===== src/rtl/fifo_wr_arbiter.sv =====
`default_nettype none
// ============================================================================
//  Module   : fifo_wr_arbiter
//  Purpose  : Round-robin burst arbiter sharing one FIFO write port between
//             num_ch valid/ready producers, with fifo_count back-pressure.
//  Revision : 1.0  initial release
// ============================================================================
module fifo_wr_arbiter #(
  parameter int data_width = 8,
  parameter int num_ch     = 4,
  parameter int fifo_depth = 64,
  parameter int burst_max  = 4
) (
  input  logic                         clk,
  input  logic                         rst,
  input  logic [num_ch-1:0]            ch_valid,
  input  logic [num_ch*data_width-1:0] ch_data,
  output logic [num_ch-1:0]            ch_ready,
  input  logic [7:0]                   fifo_count,
  output logic [data_width-1:0]        fifo_in,
  output logic                         w_enable,
  output logic [num_ch-1:0]            grant,
  output logic                         busy
);

  localparam int              c_pw        = (num_ch > 1) ? $clog2(num_ch) : 1;
  localparam int              c_bw        = $clog2(burst_max) + 1;
  localparam logic [c_bw-1:0] c_last_beat = c_bw'(burst_max - 1);
  localparam logic [c_pw-1:0] c_ptr_init  = c_pw'(num_ch - 1);
  localparam logic [8:0]      c_depth     = 9'(fifo_depth);

  typedef enum logic [0:0] {
    ST_IDLE  = 1'b0,
    ST_GRANT = 1'b1
  } state_t;

  state_t                r_state;
  logic [num_ch-1:0]     r_grant;
  logic [c_pw-1:0]       r_gidx;
  logic [c_bw-1:0]       r_beat_cnt;
  logic [c_pw-1:0]       r_rr_ptr;
  logic [data_width-1:0] r_fifo_in;
  logic                  r_w_enable;

  state_t                w_state_nxt;
  logic [num_ch-1:0]     w_grant_nxt;
  logic [c_pw-1:0]       w_gidx_nxt;
  logic [c_bw-1:0]       w_beat_cnt_nxt;
  logic [c_pw-1:0]       w_rr_ptr_nxt;
  logic [data_width-1:0] w_fifo_in_nxt;
  logic                  w_w_enable_nxt;

  logic                  w_busy;
  logic                  w_space_ok;
  logic                  w_cur_valid;
  logic [data_width-1:0] w_cur_data;
  logic                  w_xfer;
  logic                  w_found;
  logic [c_pw-1:0]       w_sel;
  logic [c_pw-1:0]       w_idx;

  assign w_busy = (r_state == ST_GRANT);

  // The +w_enable term covers the word already presented but not yet counted.
  assign w_space_ok = ({1'b0, fifo_count} + {8'd0, r_w_enable}) < c_depth;

  // grant is one-hot, so masking selects the granted channel directly.
  always_comb begin
    w_cur_valid = |(ch_valid & r_grant);
    w_cur_data  = '0;
    for (int i = 0; i < num_ch; i++) begin
      if (r_grant[i]) begin
        w_cur_data = ch_data[i*data_width +: data_width];
      end
    end
  end

  assign w_xfer   = w_busy & w_space_ok & w_cur_valid;
  assign ch_ready = (w_busy && w_space_ok) ? r_grant : '0;

  // Walk downward so the nearest valid channel after rr_ptr wins.
  always_comb begin
    w_found = 1'b0;
    w_sel   = '0;
    w_idx   = '0;
    for (int k = num_ch; k >= 1; k--) begin
      w_idx = c_pw'((int'(r_rr_ptr) + k) % num_ch);
      if (ch_valid[w_idx]) begin
        w_found = 1'b1;
        w_sel   = w_idx;
      end
    end
  end

  always_comb begin
    w_state_nxt    = r_state;
    w_grant_nxt    = r_grant;
    w_gidx_nxt     = r_gidx;
    w_beat_cnt_nxt = r_beat_cnt;
    w_rr_ptr_nxt   = r_rr_ptr;
    w_fifo_in_nxt  = r_fifo_in;
    w_w_enable_nxt = 1'b0;

    case (r_state)
      ST_IDLE: begin
        if (w_found) begin
          w_state_nxt    = ST_GRANT;
          w_gidx_nxt     = w_sel;
          w_beat_cnt_nxt = '0;
          for (int i = 0; i < num_ch; i++) begin
            w_grant_nxt[i] = (w_sel == c_pw'(i));
          end
        end
      end

      ST_GRANT: begin
        if (!w_cur_valid) begin
          w_state_nxt  = ST_IDLE;
          w_grant_nxt  = '0;
          w_rr_ptr_nxt = r_gidx;
        end else if (w_xfer) begin
          w_w_enable_nxt = 1'b1;
          w_fifo_in_nxt  = w_cur_data;
          if (r_beat_cnt == c_last_beat) begin
            w_state_nxt  = ST_IDLE;
            w_grant_nxt  = '0;
            w_rr_ptr_nxt = r_gidx;
          end else begin
            w_beat_cnt_nxt = r_beat_cnt + 1'b1;
          end
        end
        // A full-FIFO stall falls through: grant and beat count hold.
      end

      default: begin
        w_state_nxt = ST_IDLE;
        w_grant_nxt = '0;
      end
    endcase
  end

  always_ff @(posedge clk) begin
    if (rst) begin
      r_state    <= ST_IDLE;
      r_grant    <= '0;
      r_gidx     <= '0;
      r_beat_cnt <= '0;
      r_rr_ptr   <= c_ptr_init;
      r_fifo_in  <= '0;
      r_w_enable <= 1'b0;
    end else begin
      r_state    <= w_state_nxt;
      r_grant    <= w_grant_nxt;
      r_gidx     <= w_gidx_nxt;
      r_beat_cnt <= w_beat_cnt_nxt;
      r_rr_ptr   <= w_rr_ptr_nxt;
      r_fifo_in  <= w_fifo_in_nxt;
      r_w_enable <= w_w_enable_nxt;
    end
  end

  assign fifo_in  = r_fifo_in;
  assign w_enable = r_w_enable;
  assign grant    = r_grant;
  assign busy     = w_busy;

endmodule
`default_nettype wire


===== config.mk =====
export PLATFORM = sky130hd
export DESIGN_NAME = fifo_wr_arbiter
export DESIGN_NICKNAME = d
export VERILOG_FILES = /design/src/rtl/fifo_wr_arbiter.sv
export SDC_FILE = /design/constraint.sdc
export NUM_CORES = 1
export LEC_CHECK = 0
export BUFFER_PORTS_ARGS = -buffer_cell sky130_fd_sc_hd__buf_2
export CORE_MARGIN = 4
export CORE_UTILIZATION = 30
export DETAILED_ROUTE_END_ITERATION = 10
export GPL_TIMING_DRIVEN = 0
export HOLD_SLACK_MARGIN = 0.08
export SLEW_MARGIN = 5
export SYNTH_ARGS = -nofsm -noshare
export SYNTH_HDL_FRONTEND = slang
export SYNTH_SLANG_ARGS = --single-unit
export TNS_END_PERCENT = 100

===== constraint.sdc =====
create_clock -name clk -period 1.6 [get_ports clk]
set_clock_uncertainty 0.1 [all_clocks]
set_input_delay 0.24 -clock clk [delete_from_list [all_inputs] [get_ports clk]]
set_output_delay 0.24 -clock clk [all_outputs]
set_load 0.01 [all_outputs]

==> results.cfg <==
[run_status]
outcome = complete, but fails checks
violations = setup timing

[drt]
post_drt_via_cell_ratio = 5.408
drtPass1Iterations = 4
via_count = 1444
routedWlPerCell_um = 15.25
wl_um = 4072
ant_nets = 0
drt_iter0_drc = 72
drc = 0

[clock_tree]
clock_latency_ps = 260
cts_buffer_depth = 2
clkTransAtPathRegs_ps = 80
cts-buffers-inserted = 3
clock-sinks = 21
cts_tree = built
root_buffer = clkbuf_8
htree_levels = 1

[layout]
multiInputGateArea_um2 = 833.3
layout_commonest_cell = buf_2
regArea_um2 = 437.9
final_nets = 268
final_cell_mix = 63 x buf_2, 13 x dfxtp_1, 10 x nor2_1
fillers = 396
syn2layout_area_growth_pct = 53.42
drive_above_1_share = 0.5388
antenna_cells = 0

[setup_path]
cp_slowest_cell = dfxtp_2
crit_path_start_kind = flip-flop
reg2reg_slack_ps = -100
rr_endpoint = fifo_in[4]
cp-end-kind = output port
path_cells = nand4_1, o211ai_2, buf_6, clkbuf_16, nor2_2, buf_2
startpoint = w_enable
required_ps = 1260
cp-endpoint = ch_ready[3]
cp_slowest_stage_delay_ps = 330
timing.rr.start = w_enable
worstRegToRegCells = 6
cp_data_arrival_time_ps = 1400
crit_buf_inv = 3
critical_path_depth = 6
path_class = flip-flop to output port
crit_family = buffers and inverters
cp_max_fo = 5

[placed_design]
numPortBuffers = 63
gp_congestion = 0.8373
dp_hpwl_um = 3028

[logic_synthesis]
synthCells = 146
synth-edff-count = 0
syn_nets = 194
synth_cell_types = 39
ys_warn_count = 0
synthMuxAreaShare = 0.01660
synth_top_family_by_area = compound AO/OA/AOI/OAI gates
synth_flop_cell = dfxtp_1
synth_compound_area_frac = 0.3320
syn_area_per_cell_um2 = 8.261
synthAdderAreaFrac = 0.02075
yosys.area_share.simple = 0.2241
synth_area_mm2 = 0.001206
synth-seq-area-share = 0.3485
async_flop_share = 0
synth_xor_area_frac = 0
synth-seq-cells = 21

[grt]
gr-total-overflow = 0
grt_pass1_vias = 1380
grt_first_pass_wirelength_um = 6451
antenna_found_initial = 0
grt_max_degree = 12
grt_util_all_layers = 0.1573

[sta]
period_share = 1.086
fin_ws_ps = -137.6
whs_ps = 285.4
setup_viol = 17
final_max_slew_viol_count = 0
worst_slew_pin_slew_ps = 604.5
fin_crit_ps = 1738
hold_viol = 0
slew_headroom = 0.5970
setup_tns_ps = -1128
fmaxAchievable_ghz = 0.5755
rsz0062_at_grt = true

[floorplanning]
die_y_um = 71.41
io_pins = 64
placementRows = 22
coreArea_mm2 = 0.003771
die_w_um = 71.41
die_area_mm2 = 0.005099
initial_core_util = 0.3198

[power]
irDropWorstVdd_mv = 0.2966
p_leak_uw = 0.0007693
power_density_mw_per_mm2 = 703.1

[run]
maxCapViolations = 0

[worst_hold_path]
hold_path.class = input pin to flip-flop
-- worst min-delay path by stage --
stage	endpoint	slack [ps]	depth (start not counted)	start
2_1_floorplan	r_gidx[1]	340	2	r_gidx[1]
3_3_place_gp	r_gidx[1]	340	2	r_gidx[1]
3_5_place_dp	r_gidx[1]	350	2	r_gidx[1]
4_1_cts	fifo_in[3]	280	4	ch_data[19]
5_1_grt	grant[3]	300	3	rst
6_report	grant[3]	290	4	rst
-- metrics by stage --
step | std cells | setup slack [ps] | total power (uW) | util | area (um2)
floorplan | 146 | 0.6802 | 777.8 | - | 1209
global placement | 257 | -272.8 | 914.0 | 0.4200 | 1584
detailed placement | 257 | -275.2 | 911.8 | 0.4200 | 1584
CTS | 265 | -101.9 | 1286 | 0.4668 | 1760
global route | 267 | -215.1 | 1372 | 0.4907 | 1851
finish | 267 | -137.6 | 1301 | 0.4907 | 1851
-- power by group --
part           switching [uW]  total, uW  leakage (uW)  internal, uW
sequential               30.4        580      0.000175           549
clock                     177        355     0.0000228           178
combinational             196        367      0.000571           171
-- cell usage after synthesis, drive strengths merged, types with 2 or more instances --
| master | instances | share of area |
|---|---|---|
| dfxtp | 21 | 0.35 |
| a21oi | 14 | 0.058 |
| nor2 | 12 | 0.039 |
| or4 | 10 | 0.062 |
| o21ai | 9 | 0.037 |
| a221oi | 8 | 0.058 |
| clkbuf | 8 | 0.026 |
| o22ai | 8 | 0.041 |
| nand2 | 6 | 0.019 |
| inv | 5 | 0.016 |
| o221ai | 4 | 0.029 |
| nand2b | 3 | 0.016 |
| nand3 | 3 | 0.012 |
| nand4b | 3 | 0.022 |
| o211ai | 3 | 0.023 |
| o311ai | 3 | 0.022 |
| a211o | 2 | 0.015 |
| a211oi | 2 | 0.012 |
| a22oi | 2 | 0.012 |
| buf | 2 | 0.013 |
| ha | 2 | 0.021 |
| mux2i | 2 | 0.017 |
| nor3 | 2 | 0.0083 |
| or2 | 2 | 0.010 |
-- layer usage --
metal	vias up	part of all wire	global-route usage
met1	656	0.45	0.2153
met2	59	0.45	0.2469
met3	9	0.075	0.03366
li1	720	-	-
met5	-	0	0
met4	0	0.019	0.04802
-- sequential cells by signal, indices dropped and copies added (netlist names) --
| name | count |
|---|---|
| busy | 1 |
| fifo_in | 8 |
| grant | 4 |
| r_beat_cnt | 3 |
| r_gidx | 2 |
| r_rr_ptr | 2 |
| w_enable | 1 |
-- cells by family (layout without fill, tap and decap cells) --
group,after synthesis,after routing
buffers and inverters,16,89
muxes,2,2
and+or+nand+nor,47,47
adders and majority gates,2,2
DFF,21,21
AOI/OAI and AO/OA,58,58
-- tightest hold or removal path: cells and delay by family --
| kind | cells | cell delay [ps] |
|---|---|---|
| AOI/OAI and AO/OA | 1 | 80 |
| and+or+nand+nor | 2 | 160 |
| buffers and inverters | 1 | 120 |
-- cell type report --
class | instances | share of cell area
repair buffers | 70 | 0.2008
inverters | 6 | 0.01217
clock buffers | 4 | 0.02434
multi-input cells | 109 | 0.4503
flip-flops and latches | 21 | 0.2366
well taps | 48 | 0.03245
plain buffers | 9 | 0.04327
-- what timing repair did --
action,in CTS,in global routing
gates resized for setup,30,22
hold buffers,0,0
buffers inserted,5,3
pin swaps,13,18
setup endpoints to repair,17,18
No activity file was read; power rests on OpenSTA's default activity.
